### src/rtl/sr_latch_driver.sv
// sr_latch_driver: clocked front end for a NOR SR latch.
// Two raw buttons are synchronised and debounced into rising-edge requests,
// which become mutually exclusive, fixed-width s/r pulses. After each pulse
// the synchronised latch outputs are checked against the expected state.
module sr_latch_driver #(
    parameter int DEB_CYCLES = 4,
    parameter int PULSE_LEN  = 3,
    parameter int CHK_WAIT   = 2
) (
    input  logic clk,
    input  logic rst,
    input  logic btn_set,
    input  logic btn_rst,
    input  logic q,
    input  logic qb,
    output logic s,
    output logic r,
    output logic busy,
    output logic done,
    output logic drop,
    output logic err
);

    localparam int DW   = $clog2(DEB_CYCLES + 1);
    localparam int TMAX = (PULSE_LEN > CHK_WAIT) ? PULSE_LEN : CHK_WAIT;
    localparam int TW   = $clog2(TMAX + 1);

    typedef enum logic [1:0] {IDLE, PULSE_S, PULSE_R, CHECK} state_t;

    // Bit order: 0 = set button, 1 = reset button, 2 = q, 3 = qb
    logic [3:0] raw_in;
    logic [3:0] meta_q;
    logic [3:0] sync_q;
    logic [1:0] req;

    assign raw_in = {qb, q, btn_rst, btn_set};

    // Two-flop synchronisers for every asynchronous input
    always_ff @(posedge clk) begin
        if (rst) begin
            meta_q <= '0;
            sync_q <= '0;
        end else begin
            meta_q <= raw_in;
            sync_q <= meta_q;
        end
    end

    genvar gi;
    generate
        for (gi = 0; gi < 2; gi++) begin : g_deb
            logic          deb_q;
            logic          deb_prev_q;
            logic [DW-1:0] cnt_q;

            // Level changes only after DEB_CYCLES consecutive disagreeing samples
            always_ff @(posedge clk) begin
                if (rst) begin
                    deb_q      <= 1'b0;
                    deb_prev_q <= 1'b0;
                    cnt_q      <= '0;
                end else begin
                    deb_prev_q <= deb_q;
                    if (sync_q[gi] == deb_q) begin
                        cnt_q <= '0;
                    end else if (cnt_q == DW'(DEB_CYCLES - 1)) begin
                        deb_q <= sync_q[gi];
                        cnt_q <= '0;
                    end else begin
                        cnt_q <= cnt_q + DW'(1);
                    end
                end
            end

            // A request is the single cycle after the debounced level rises
            assign req[gi] = deb_q & ~deb_prev_q;
        end
    endgenerate

    state_t        state_q;
    logic [TW-1:0] tcnt_q;
    logic          exp_set_q;
    logic          s_q, r_q, done_q, drop_q, err_q;
    logic          drop_pend_q;
    logic          drop_d;
    logic          drop_pend_d;
    logic          check_ok;

    // Discards: while busy every request is dropped; in IDLE only the losing
    // set request of a simultaneous pair. A second simultaneous discard is
    // deferred one cycle so each discarded request gets its own pulse.
    always_comb begin
        drop_d      = drop_pend_q;
        drop_pend_d = 1'b0;
        if (state_q != IDLE) begin
            drop_d      = drop_pend_q | req[0] | req[1];
            drop_pend_d = req[0] & req[1];
        end else if (req[0] && req[1]) begin
            drop_d = 1'b1;
        end
    end

    assign check_ok = exp_set_q ? (sync_q[2] & ~sync_q[3]) : (~sync_q[2] & sync_q[3]);

    // Control FSM: pulse generation, post-pulse check, registered outputs
    always_ff @(posedge clk) begin
        if (rst) begin
            state_q     <= IDLE;
            tcnt_q      <= '0;
            exp_set_q   <= 1'b0;
            s_q         <= 1'b0;
            r_q         <= 1'b0;
            done_q      <= 1'b0;
            drop_q      <= 1'b0;
            drop_pend_q <= 1'b0;
            err_q       <= 1'b0;
        end else begin
            done_q      <= 1'b0;
            drop_q      <= drop_d;
            drop_pend_q <= drop_pend_d;
            case (state_q)
                IDLE: begin
                    tcnt_q <= '0;
                    if (req[1]) begin
                        state_q   <= PULSE_R;
                        r_q       <= 1'b1;
                        exp_set_q <= 1'b0;
                    end else if (req[0]) begin
                        state_q   <= PULSE_S;
                        s_q       <= 1'b1;
                        exp_set_q <= 1'b1;
                    end
                end
                PULSE_S, PULSE_R: begin
                    if (tcnt_q == TW'(PULSE_LEN - 1)) begin
                        s_q     <= 1'b0;
                        r_q     <= 1'b0;
                        tcnt_q  <= '0;
                        state_q <= CHECK;
                    end else begin
                        tcnt_q <= tcnt_q + TW'(1);
                    end
                end
                CHECK: begin
                    if (tcnt_q == TW'(CHK_WAIT - 1)) begin
                        done_q  <= 1'b1;
                        tcnt_q  <= '0;
                        state_q <= IDLE;
                        if (!check_ok) begin
                            err_q <= 1'b1;
                        end
                    end else begin
                        tcnt_q <= tcnt_q + TW'(1);
                    end
                end
                default: begin
                    state_q <= IDLE;
                    s_q     <= 1'b0;
                    r_q     <= 1'b0;
                end
            endcase
        end
    end

    assign s    = s_q;
    assign r    = r_q;
    assign busy = (state_q != IDLE);
    assign done = done_q;
    assign drop = drop_q;
    assign err  = err_q;

endmodule

### config.mk
export PLATFORM = sky130hd
export DESIGN_NAME = sr_latch_driver
export DESIGN_NICKNAME = d
export VERILOG_FILES = /design/src/rtl/sr_latch_driver.sv
export SDC_FILE = /design/constraint.sdc
export NUM_CORES = 1
export LEC_CHECK = 0
export CELL_PAD_IN_SITES_DETAIL_PLACEMENT = 0
export CELL_PAD_IN_SITES_GLOBAL_PLACEMENT = 1
export CORE_MARGIN = 2
export CORE_UTILIZATION = 45
export CTS_BUF_LIST = sky130_fd_sc_hd__clkbuf_4 sky130_fd_sc_hd__clkbuf_8 sky130_fd_sc_hd__clkbuf_16
export DETAILED_ROUTE_END_ITERATION = 10
export GPL_TIMING_DRIVEN = 0
export PLACE_DENSITY_LB_ADDON = 0.1
export SYNTH_ARGS = -nofsm -noshare
export SYNTH_HDL_FRONTEND = slang
export SYNTH_SLANG_ARGS = --single-unit
### constraint.sdc
create_clock -name clk -period 2.35 [get_ports clk]
set_input_delay 0.235 -clock clk [delete_from_list [all_inputs] [get_ports clk]]
set_output_delay 0.235 -clock clk [all_outputs]
set_load 0.03 [all_outputs]
# Word-level counts from Yosys, hierarchy flattened
# Cells that the tools add are included.
word_totals:
  input_bits: 6
  ff_bits: 29
  output_inout_bits: 6
  word_cells: 87
classes:
  n_addsub: 3
  muxes: 19
  eq_ne: 15
  bitwise_logic: 16
  reduce_logical: 17
op_table:
  columns: ["cell", "count"]
  rows:
  - ["2-bit 2-to-1 mux", 6]
  - ["2-bit case mux with 3 select lines", 2]
  - ["2-bit inequality test (second input constant)", 5]
  - ["1-bit 2-to-1 mux", 9]
  - ["1-bit NOT", 9]
  - ["3-bit AND reduction", 3]
  - ["3-bit by 1-bit adder with 3-bit output (second input constant)", 2]
  - ["2-bit == test (second input constant)", 3]
  - ["3-bit by 2-bit == test with 1-bit output (second input constant)", 2]
  - ["2-bit AND reduction", 3]
  - ["2-bit nonzero test", 3]
  - ["2-bit OR reduction", 3]
  - ["3-bit OR reduction", 2]
  - ["1-bit bitwise AND", 5]
  - ["2-bit by 1-bit == test with 1-bit output (second input constant)", 2]
  - ["1-bit case mux with 2 select lines", 2]
  - ["4-bit AND reduction", 1]
  - ["3-bit inequality test (second input constant)", 1]
  - ["2-bit by 1-bit adder with 2-bit output (second input constant)", 1]
  - ["1-bit == test", 2]
  - ["2-bit zero test", 1]
  - ["1-bit OR", 2]
  - ["1-bit logical AND", 1]

# Depth between registers and ports, before layout
logic_depth:
  ltp_word: 5
  depth_mapped: 6

# Worst setup path before layout
# OpenSTA, ideal clock, no wires.
synth_timing:
  path_kind: "reg-to-reg"
  start: "register state_q[0]"
  end: "register state_q[1]"
  setup_slack_ps: 886
  arrival_ps: 1346
  t_required_ps: 2232
  stages_incl_launch_ff: 7
  period_less_slack_ps: 1464
  cell_sequence: "dfxtp_1 -> inv_1 -> ha_1 -> and2b_1 -> a221oi_2 -> a31o_1 -> a21oi_1"
synth_between:
  elab_chain_len: 4
  elab_cells_between_ends: 10
  cone_classes: "6 x eq/ne; 1 x mux; 3 x reduce/logical"
synth_rtl:
  columns: ["element", "line", "source"]
  rows:
  - ["start, declared", "80", "state_t state_q;"]
  - ["start signal, assigned", "108", "state_q <= IDLE;"]
  - ["start signal, assigned", "125", "state_q <= PULSE_R;"]
  - ["start signal, assigned", "129", "state_q <= PULSE_S;"]
  - ["2-bit by 1-bit == test with 1-bit output or 2-bit == test (tied branches)", "121", "case (state_q)"]
  - ["2-bit OR reduction", "121", null]
  - ["2-bit inequality test (no source line)", null, null]
  - ["3-bit AND reduction (no source line)", null, null]
# Parallel ways exist; a longest one is shown, timed or not.
# A chain may end at the register's enable or synchronous reset.

# Worst setup path after layout
layout_timing:
  start: "register state_q[0]"
  end: "output port busy"
layout_between:
  elab_chain_len: 1
layout_rtl:
  columns: ["element", "line", "source"]
  rows:
  - ["2-bit nonzero test", "167", "assign busy = (state_q != IDLE);"]
  - ["end, declared", "18", "output logic busy,"]
# No other way between the ends.

==> results by group <==
Status
  – Status: finished clean

Drt
  – Routed WL: 1897 um
  – Antenna Nets Post-Route: 0
  – Routed len/inst: about 12 um
  – Via count: 810
  – Pre-antenna DRT Iters: 4
  – DR iter-0 viols: 14
  – # DRC: 0
  – Vias/cell: roughly 5.0

Global routing
  – Total congestion overflow: 0
  – Total Routing Usage GR: 0.1603
  – Vias in the first global route: approximately 730
  – Initial antenna violation count: 0
  – Global-route wire length before repair: roughly 3200 um
  – Largest net degree at the start of global routing: 11

Worst setup path
  – R2R Path End: state_q[1]
  – CP top delay family: buffers and inverters
  – Kind of critical path: flop to output port
  – Bufs and invs on worst path: 3
  – Most frequent CP cell: inv_1
  – Worst setup SP type: flop
  – CP Launch Point: state_q[0]
  – Slowest cell on crit path: clkdlybuf4s50_1
  – Largest stage delay, worst path: slightly below 0.7 ns
  – CP max FO: 8
  – Worst Path Arrival: around 1.9 ns
  – Worst Setup EP: busy
  – CP endpoint kind: output port
  – Reg2Reg Depth: 6
  – Worst R2R Setup Slack: roughly 0.7 ns
  – Critical R2R Launch: state_q[0]
  – Worst path cell trace: inv_1, ha_1, inv_1, clkdlybuf4s50_1
  – Worst EP required: 2.12 ns
  – Cell count along the critical path: 4

Floorplan
  – Placeable Area: ~0.0024 sq mm
  – I/O pin total: 12
  – Die area: ~0.003 sq mm
  – Die Span X: around 54 um
  – FP Rows: 18
  – Die span in y: ~54 um
  – Initial core utilization: 0.4655

Synthesis
  – Syn nets: 128
  – Mux share of post-synthesis cell area: 0.03536
  – Synth Register Bits: 29
  – Syn Area/Cell: a little under 10 sq um
  – Largest family of logic cells by synthesized area: simple AND/OR/NAND/NOR gates
  – Post-synth EDFFs: 0
  – Syn Std Cell Area: approximately 0.0011 sq mm
  – Top post-synthesis cells by area: dfxtp_1 (51%), ha_1 (7.7%), nor2b_1 (5.5%), nor2_1 (4.0%), mux2i_1 (3.5%)
  – Compound-Gate Fraction of Synth Area: 0.1061
  – Seq/Total Area, Yosys: 0.5127
  – Synth async-reset ratio: 0
  – Simple-gate share of the synthesized area: 0.2088
  – Ys flop type: dfxtp_1
  – Synthesized instance count: 115
  – Distinct cells, synth: 31
  – Top-area cell type share of the netlist area: 0.5127
  – XOR/XNOR share of the synthesized area: 0.01547
  – Yosys top cell by area: dfxtp_1
  – Post-synthesis adder-cell area fraction: 0.07735
  – Ys Warns: 0

Clock network
  – TritonCTS clock tree: built
  – Inserted Clock Buffers: 5
  – Clock transition at the registers of the reported paths: around 0.10 ns
  – Max H-tree Level: 2
  – Root buf cell: clkbuf_4
  – Post-CTS Setup Inserts: 0
  – CTS max path bufs: 2
  – CTS resizes: 0
  – Num Clock Sinks: 29
  – CTS Hold Bufs: 0
  – Clock Latency Late Sink: 0.33 ns

Timing
  – Clk_skew: approximately 0.0065 ns
  – Final setup fails: 0
  – Slew Limit Fails: 0
  – RSZ-0062 raised after global routing: no
  – Setup TNS: 0 ns
  – Crit share post-route: 0.8983
  – Period minus WS final: ~2.1 ns
  – Slew @ Worst Pin: 0.5048 ns
  – Final hold vios: 0
  – Achievable Freq: 473.7 MHz
  – WHS: roughly 0.22 ns
  – Setup ws final: 0.2391 ns
  – Rel. slew slack: 0.6635

Hold path
  – HP Class: input port to flop
  – Worst Hold Path Cells: 2

Place
  – Port Buf Inserts: 10
  – Dpl cells: between 150 and 200
  – Final GP Congestion: approximately 0.74
  – Pre-CTS setup slack: between 0.6 and 0.7 ns
  – Dpl hpwl: between 1000 and 1500 um

Pwr
  – Peak VDD IR: about 550 uV
  – Leakage Power: 0.5496 nW
  – Power Density: roughly 970 mW/mm^2
  – Tot Pwr: ~1.3 mW

Final layout
  – Antenna diodes: 0
  – Layout Area Growth over Synthesis: 20.00%
  – Proportion of layout cells with a drive suffix above 1: 0.09774
  – Fin cells: ~160
  – Nets@finish: approximately 150

Flow run
  – Max_cap viols: 0
## Yosys cell counts, drive strengths merged, types with 2 or more instances
cell / count
nor4: 2
dfxtp: 29
nor3b: 2
xnor2: 2
a21oi: 4
nand2b: 4
or3: 2
clkbuf: 2
a31o: 2
mux2i: 4
nand2: 5
and2b: 3
ha: 7
nor2: 12
o21ai: 4
inv: 10
nor3: 2
nor2b: 10
## cell usage in the layout, fill, tap and decap left out, drive strengths merged
cell type	synthesis	layout
dfxtp	29	29
nor2	12	12
inv	10	10
nor2b	10	10
clkdlybuf4s50	0	10
clkbuf	2	8
ha	7	7
nand2	5	5
mux2i	4	4
a21oi	4	4
nand2b	4	4
o21ai	4	4
and2b	3	3
xnor2	2	2
or3	2	2
a31o	2	2
nor3	2	2
nor3b	2	2
nor4	2	2
buf	1	1
a221oi	1	1
nand3	1	1
a2bb2oi	1	1
o21a	1	1
a311oi	1	1
a21o	1	1
o22ai	1	1
a211o	1	1
bufinv	0	1
clkinvlp	0	1
## registers in the layout, indices dropped and copies added, names as in the netlist, 2 cells and up
register and flops:
state_q 2, meta_q 4, g_deb.cnt_q 6, sync_q 4, tcnt_q 2, g_deb.deb_q 2, g_deb.deb_prev_q 2
## routing by layer
layer	up-vias	global-route usage	part of all wire
met3	6	0.09722	0.053
li1	423	-	-
met4	0	0.07500	0.024
met1	369	0.1856	0.48
met5	-	0	0
met2	12	0.2329	0.44
## power breakdown
group | internal (mW) | switching, mW | total (mW)
sequential | 0.516 | 0.0160 | 0.532
combinational | 0.145 | 0.207 | 0.352
clock | 0.253 | 0.179 | 0.431
total | 0.914 | 0.402 | 1.32
## cell type report
| class | count | area (sq um) |
|---|---|---|
| Buffer | 3 | 12.51 |
| Clock inverter | 2 | 37.54 |
| Clock buffer | 6 | 51.30 |
| Fill cell | 239 | 1074 |
| Tap cell | 30 | 37.54 |
| Timing Repair Buffer | 10 | 100.1 |
| Sequential cell | 29 | 580.6 |
| Multi-Input combinational cell | 73 | 501.7 |
| Inverter | 10 | 37.54 |
## worst register-to-register path, cell delays in order, from the launching register on
cell	delay (ns)
dfxtp_1	0.37
inv_1	0.08
ha_1	0.41
and2b_1	0.23
a221oi_2	0.24
a31o_1	0.19
a21oi_1	0.04
## metrics by stage
stage,instance area [sq um],util
floorplan,1132,-
global placement,1270,0.5221
detailed placement,1270,0.5221
CTS,1359,0.5586
global route,1359,0.5586
finish,1359,0.5586
## cells by family after synthesis
family / after synthesis
AND/OR/NAND/NOR: 43
flip-flops: 29
AO/OA/AOI/OAI: 17
buffers and inverters: 13
adder cells (fa/ha/maj): 7
multiplexers: 4
XOR/XNOR: 2
## worst min path at each step
stage	startpoint	end
after floorplan	btn_set	meta_q[0]
after global placement	g_deb[0].cnt_q[0]	g_deb[0].cnt_q[0]
after detailed placement	g_deb[0].cnt_q[0]	g_deb[0].cnt_q[0]
after CTS	rst	done
after global routing	rst	done
final	rst	done
(Power assumes the default switching activity.)
